--- config.mk ---
export PLATFORM = sky130hd
export DESIGN_NAME = mux3_rr_arbiter_flat
export DESIGN_NICKNAME = d
export VERILOG_FILES = /design/src/rtl/mux3_rr_arbiter_if.sv /design/src/rtl/mux3_rr_arbiter.sv /design/src/flat_wrapper.sv
export SDC_FILE = /design/constraint.sdc
export NUM_CORES = 1
export LEC_CHECK = 0
export BUFFER_PORTS_ARGS = -buffer_cell sky130_fd_sc_hd__buf_2
export CAP_MARGIN = 30
export CORE_MARGIN = 8
export CORE_UTILIZATION = 50
export DETAILED_ROUTE_END_ITERATION = 10
export PLACE_DENSITY = 0.71
export SKIP_LAST_GASP = 1
export SLEW_MARGIN = 30
export SYNTH_ARGS = -nofsm -noshare
export SYNTH_HDL_FRONTEND = slang
export SYNTH_SLANG_ARGS = --single-unit
export TNS_END_PERCENT = 50
--- constraint.sdc ---
create_clock -name clk -period 3.1 [get_ports clk]
set_input_delay 0.31 -clock clk [delete_from_list [all_inputs] [get_ports clk]]
set_output_delay 0.31 -clock clk [all_outputs]
set_load 0.005 [all_outputs]
--- src/rtl/mux3_rr_arbiter_if.sv ---
// Handshake/data bundle between three requesters and mux3_rr_arbiter.
// The lock signal exists only when MUX3_ARB_LOCK_EN is defined.
interface mux3_rr_arbiter_if;
    logic [2:0] req;
    logic [2:0] in;
    logic [2:0] gnt;
    logic [1:0] select;
    logic       busy;
    logic       out;
`ifdef MUX3_ARB_LOCK_EN
    logic       lock;
`endif

    modport slave (
        input  req, in,
`ifdef MUX3_ARB_LOCK_EN
        input  lock,
`endif
        output gnt, select, busy, out
    );

    modport master (
        output req, in,
`ifdef MUX3_ARB_LOCK_EN
        output lock,
`endif
        input  gnt, select, busy, out
    );
endinterface

--- src/rtl/mux3_rr_arbiter.sv ---
// Round-robin arbiter sharing a mux3_1 datapath between three requesters.
// Optional MUX3_ARB_LOCK_EN adds a lock input that suppresses hold-limit preemption.
module mux3_1 (
    input  logic [2:0] in,
    input  logic [1:0] select,
    output logic       out
);
    // 00 is never driven while a grant is active, so its output value is arbitrary
    always_comb begin
        out = 1'b0;
        case (select)
            2'b01:   out = in[2];
            2'b10:   out = in[1];
            2'b11:   out = in[0];
            default: out = 1'b0;
        endcase
    end
endmodule

module mux3_rr_arbiter #(
    parameter int MAX_HOLD = 4,
    parameter int CNT_W    = 4
) (
    input  logic               clk,
    input  logic               rst,
    mux3_rr_arbiter_if.slave   bus
);
    typedef enum logic {IDLE, GRANT} state_t;

    typedef struct packed {
        logic       found;
        logic [1:0] idx;
    } pick_t;

    localparam logic [CNT_W-1:0] HOLD_MAX = CNT_W'(MAX_HOLD);
    localparam logic [CNT_W-1:0] CNT_ONE  = CNT_W'(1);

    state_t           state, state_n;
    logic [1:0]       owner, owner_n;
    logic [1:0]       ptr, ptr_n;
    logic [CNT_W-1:0] cnt, cnt_n;
    logic [2:0]       gnt_q, gnt_n;
    logic [1:0]       sel_q, sel_n;
    logic             busy_q, busy_n;
    logic             lock_on;

`ifdef MUX3_ARB_LOCK_EN
    assign lock_on = bus.lock;
`else
    assign lock_on = 1'b0;
`endif

    function automatic logic [1:0] nxt(input logic [1:0] i);
        return (i == 2'd2) ? 2'd0 : i + 2'd1;
    endfunction

    // First set bit of r scanning upward from p, wrapping mod 3
    function automatic pick_t pick(input logic [2:0] r, input logic [1:0] p);
        pick_t      res;
        logic [1:0] i;
        res = '0;
        i   = p;
        for (int n = 0; n < 3; n++) begin
            if (!res.found && r[i]) begin
                res.found = 1'b1;
                res.idx   = i;
            end
            i = nxt(i);
        end
        return res;
    endfunction

    function automatic logic [1:0] enc(input logic [1:0] idx);
        return 2'd3 - idx;
    endfunction

    always_comb begin
        pick_t      p;
        logic [2:0] others;
        logic       at_max;
        state_n = state;
        owner_n = owner;
        ptr_n   = ptr;
        cnt_n   = cnt;
        gnt_n   = gnt_q;
        sel_n   = sel_q;
        busy_n  = busy_q;
        p       = '0;
        others  = bus.req & ~(3'b001 << owner);
        at_max  = (cnt == HOLD_MAX);

        case (state)
            IDLE: begin
                p = pick(bus.req, ptr);
                if (p.found) begin
                    state_n = GRANT;
                    owner_n = p.idx;
                    cnt_n   = CNT_ONE;
                    gnt_n   = 3'b001 << p.idx;
                    sel_n   = enc(p.idx);
                    busy_n  = 1'b1;
                end
            end
            GRANT: begin
                if (bus.req[owner] && !(at_max && (others != 3'b000) && !lock_on)) begin
                    // Keep: restart the window for a lone owner, saturate under lock
                    if (!at_max)
                        cnt_n = cnt + CNT_ONE;
                    else if (lock_on)
                        cnt_n = HOLD_MAX;
                    else
                        cnt_n = CNT_ONE;
                end else begin
                    ptr_n = nxt(owner);
                    p     = pick(others, nxt(owner));
                    if (p.found) begin
                        owner_n = p.idx;
                        cnt_n   = CNT_ONE;
                        gnt_n   = 3'b001 << p.idx;
                        sel_n   = enc(p.idx);
                        busy_n  = 1'b1;
                    end else begin
                        state_n = IDLE;
                        cnt_n   = '0;
                        gnt_n   = 3'b000;
                        sel_n   = 2'b00;
                        busy_n  = 1'b0;
                    end
                end
            end
            default: begin
                state_n = IDLE;
                gnt_n   = 3'b000;
                sel_n   = 2'b00;
                busy_n  = 1'b0;
            end
        endcase
    end

    always_ff @(posedge clk) begin
        if (rst) begin
            state  <= IDLE;
            owner  <= 2'd0;
            ptr    <= 2'd0;
            cnt    <= '0;
            gnt_q  <= 3'b000;
            sel_q  <= 2'b00;
            busy_q <= 1'b0;
        end else begin
            state  <= state_n;
            owner  <= owner_n;
            ptr    <= ptr_n;
            cnt    <= cnt_n;
            gnt_q  <= gnt_n;
            sel_q  <= sel_n;
            busy_q <= busy_n;
        end
    end

    assign bus.gnt    = gnt_q;
    assign bus.select = sel_q;
    assign bus.busy   = busy_q;

    mux3_1 u_mux (
        .in     (bus.in),
        .select (sel_q),
        .out    (bus.out)
    );
endmodule
--- src/flat_wrapper.sv ---
// flat-port wrapper written by rule: the top's interface ports become plain ports
module mux3_rr_arbiter_flat 
#(
    parameter int MAX_HOLD = 4,
    parameter int CNT_W    = 4
)
  (clk, rst, bus_req, bus_in, bus_gnt, bus_select, bus_busy, bus_out);
  mux3_rr_arbiter_if bus_i ();
  input  logic clk;
  input  logic rst;
  input wire logic [$bits(bus_i.req)-1:0] bus_req;
  input wire logic [$bits(bus_i.in)-1:0] bus_in;
  output wire logic [$bits(bus_i.gnt)-1:0] bus_gnt;
  output wire logic [$bits(bus_i.select)-1:0] bus_select;
  output wire logic [$bits(bus_i.busy)-1:0] bus_busy;
  output wire logic [$bits(bus_i.out)-1:0] bus_out;
  assign bus_i.req = bus_req;
  assign bus_i.in = bus_in;
  assign bus_gnt = bus_i.gnt;
  assign bus_select = bus_i.select;
  assign bus_busy = bus_i.busy;
  assign bus_out = bus_i.out;
  mux3_rr_arbiter #(.MAX_HOLD(MAX_HOLD), .CNT_W(CNT_W)) u_core (.clk(clk), .rst(rst), .bus(bus_i));
endmodule
==> metrics.txt <==
Detail Route Antenna Nets 0; hold buffers post-CTS 0; Reg clk slew, reported paths approximately 100 ps; post-layout min period 1890 ps; sequential cell area fraction in the yosys report 29.3%; Internal 0.000338 W; Reg2Reg Launch Point u_core.owner[0]; Clock H-tree levels 1; Max clock buf depth 2; RSZ-0062 raised after global routing false; critical-path cell list mux2i_1 -> a221oi_2 -> o21ai_1 -> o22ai_1 -> o21ba_1; Worst Setup End Kind flop; Gate power share 31.7%; drt pass-1 iters 5; total grt overflow 0; switching part of the total 36.6%; I/O pin count 15; die area 3760 um^2; Critical Path Start Type flop; drt wl/cell 14.5 um; core footprint about 2000 um^2; Port-buffer cells 14; Post-CTS Setup Inserts 0; metal2 WL 1150 um; CTS tree done; Hold Path Depth 2; Starting Density 52.8%; Die H between 60 and 70 um; synthesized flop and latch total 15; Worst Min Path Start rst; met1 WL 1030 um; Final GP Congestion 0.899; Num CTS Buffers 3; FFs w/ async S/R, synth 0%; Area growth syn-to-layout 8.78%; R2R setup slack 1210 ps; Final Cycle Share 61.1%; Max Fclk 528 MHz; Syn Inst Count about 120; Residual DRC 0; DRT iter0 DRCs 24; final wirelength 2340 um; leakage 0.435 nW; sequential share of power 46.3%; total track usage 13.2%; top routing layer in use met3; outcome finished, final reports clean; Placed Instances 157; HPWL after DPL ~1700 um; worst slew pin tran 559 ps; EDFF count, synth 0; # nets final 145; Yosys Warn Count 0; Sink Count 15; vias in the first global route 870; Setup TNS Final 0 ps; fraction of layout cells with a size suffix above 1 23.1%; Mean Syn Cell Area 8.34 um^2; initial antenna violation count 0; Crit path arrival time 2080 ps; switching pwr 0.000195 W; Layout Cells excl Fill 161; Hold Path Sink u_core.ptr[0]; worst vdd ir 0.222 mV; ys flop type dfxtp_1; CTS Root Cell clkbuf_4; largest net degree at the start of global routing 17; Max FO, Critical Path 10; Critical Path RT 3290 ps; Worst R2R Path Depth 5; slowest stage delay, CP 560 ps; Max-Cap Viols 0; Core Util, Final about 57%; Clock Skew 11.0 ps; Slew headroom 62.7%; Synth Net Count 133; first-pass GRT wire length 3770 um; power density cells 477 nW/um^2; # fillers 195; hold crit path type in2reg; clk_lat worst skew roughly 290 ps; Critical Setup Path Class reg2reg; crit path max-delay cell type dfxtp_1; total number of vias around 950; row count 16; clock power share 22.1%; synthesized cell area around 1000 um^2; vias per cell 5.91; Reg2Reg Capture Point u_core.bus.select[0]; Horiz. Die Dim 61.3 um; Hold Violations, Final 0; antenna cell count 0; count of final setup violators 0; post-synthesis cell type count 46; CTS-repair resized insts 0; Met3 Wirelength 158 um; Max Slew Vio Count 0
[logic make-up (layout without fill, tap and decap cells)]
group                    Yosys count  count (layout)  share of synthesized area [%]
AO/OA/AOI/OAI                     43              43                           33.9
multiplexers                       4               4                           4.02
adder cells (fa/ha/maj)            3               3                           3.41
flip-flops                        15              15                           29.3
AND/OR/NAND/NOR                   45              45                           23.2
buffers and inverters             13              24                           6.22
[synthesized netlist by cell type (all sizes together), types with 2 or more instances]
cell type   n  area [um^2]
mux2i       3         30.0
buf         5         33.8
nor2       13         48.8
inv         6         22.5
nand3b      2         15.0
clkbuf      2         7.51
a31oi       2         33.8
a21oi      11         55.1
dfxtp      15          300
o22ai       2         12.5
ha          2         25.0
nand2b      3         18.8
a311oi      4         35.0
nor3        4         30.0
o21ai       7         38.8
nand2      12         45.0
nor2b       4         25.0
and3        2         17.5
a211o       2         17.5
a211oi      2         15.0
a221oi      4         47.6
[power by group through the flow]
stage / Combinational (W) / Clock [W] / Sequential, W
global placement: 0.000166 / 0 / 0.000248
global route: 0.000189 / 0.000128 / 0.000250
detailed placement: 0.000169 / 0 / 0.000250
CTS: 0.000170 / 0.000120 / 0.000245
finish: 0.000169 / 0.000117 / 0.000246
floorplan: 0.000144 / 0 / 0.000234
[placed cells by master, fill, tap and decap left out, types with 2 or more instances in the layout]
master,count
a211oi_1,2
mux2i_1,3
a21oi_1,11
clkbuf_4,3
dfxtp_1,15
a211o_1,2
a221oi_2,2
o21ai_1,2
buf_2,14
nor2_1,13
a311oi_1,4
nor3_1,2
nand2b_1,3
nor3_2,2
o22ai_1,2
nor2b_1,4
o21ai_0,4
nand2_1,12
nand3b_1,2
a221oi_1,2
inv_1,5
ha_1,2
[per-layer routing]
metal | track usage [%] | vias to the layer above
met5 | 0 | -
met4 | 4.65 | 0
met3 | 3.76 | 0
met2 | 22.2 | 19
met1 | 15.4 | 455
li1 | - | 477
[layout make-up]
class / instances / area (um^2) / share of cell area [%]
timing repair buffer: 14 / 70.1 / 6.28
multi-input combinational: 95 / 662 / 59.3
inverter: 6 / 22.5 / 2.02
sequential: 15 / 300 / 26.9
clock inverter: 1 / 5.00 / 0.448
tap: 27 / 33.8 / 3.03
clock buffer: 3 / 22.5 / 2.02
[critical path, delay by kind of cell, from the launching register on]
family          cells  cell delay, ps
flops               1             560
compound gates      4             870
mux                 1             370
[through the flow]
| step | hold slack [ps] | total power, W | worst slack [ps] | instance area, um^2 |
|---|---|---|---|---|
| 2_1_floorplan | 376 | 0.000378 | 1540 | 1030 |
| 3_3_place_gp | 437 | 0.000414 | 1270 | 1090 |
| 3_5_place_dp | 441 | 0.000419 | 1270 | 1090 |
| 4_1_cts | 371 | 0.000535 | 1250 | 1120 |
| 5_1_grt | 388 | 0.000567 | 1040 | 1120 |
| 6_report | 371 | 0.000532 | 1210 | 1120 |
[worst max-delay path by stage]
stage | from | to | slack (ps) | depth (start not counted)
after global placement | u_core.owner[0] | u_core.bus.select[0] | 1270 | 5
final | u_core.owner[0] | u_core.bus.select[0] | 1210 | 5
after floorplan | bus_req[1] | u_core.owner[0] | 1540 | 5
after detailed placement | u_core.owner[0] | u_core.bus.select[0] | 1270 | 5
after global routing | u_core.owner[0] | u_core.owner[0] | 1040 | 5
after CTS | u_core.owner[0] | u_core.bus.select[0] | 1250 | 5
[flip-flops by register name (all words and copies together) (netlist names)]
| signal | flops |
|---|---|
| u_core.cnt | 4 |
| u_core.bus.gnt | 3 |
| u_core.bus.select | 2 |
| u_core.owner | 2 |
| u_core.ptr | 2 |
| u_core.bus.busy | 1 |
| u_core.state | 1 |
No activity file was read; power rests on OpenSTA's default activity.
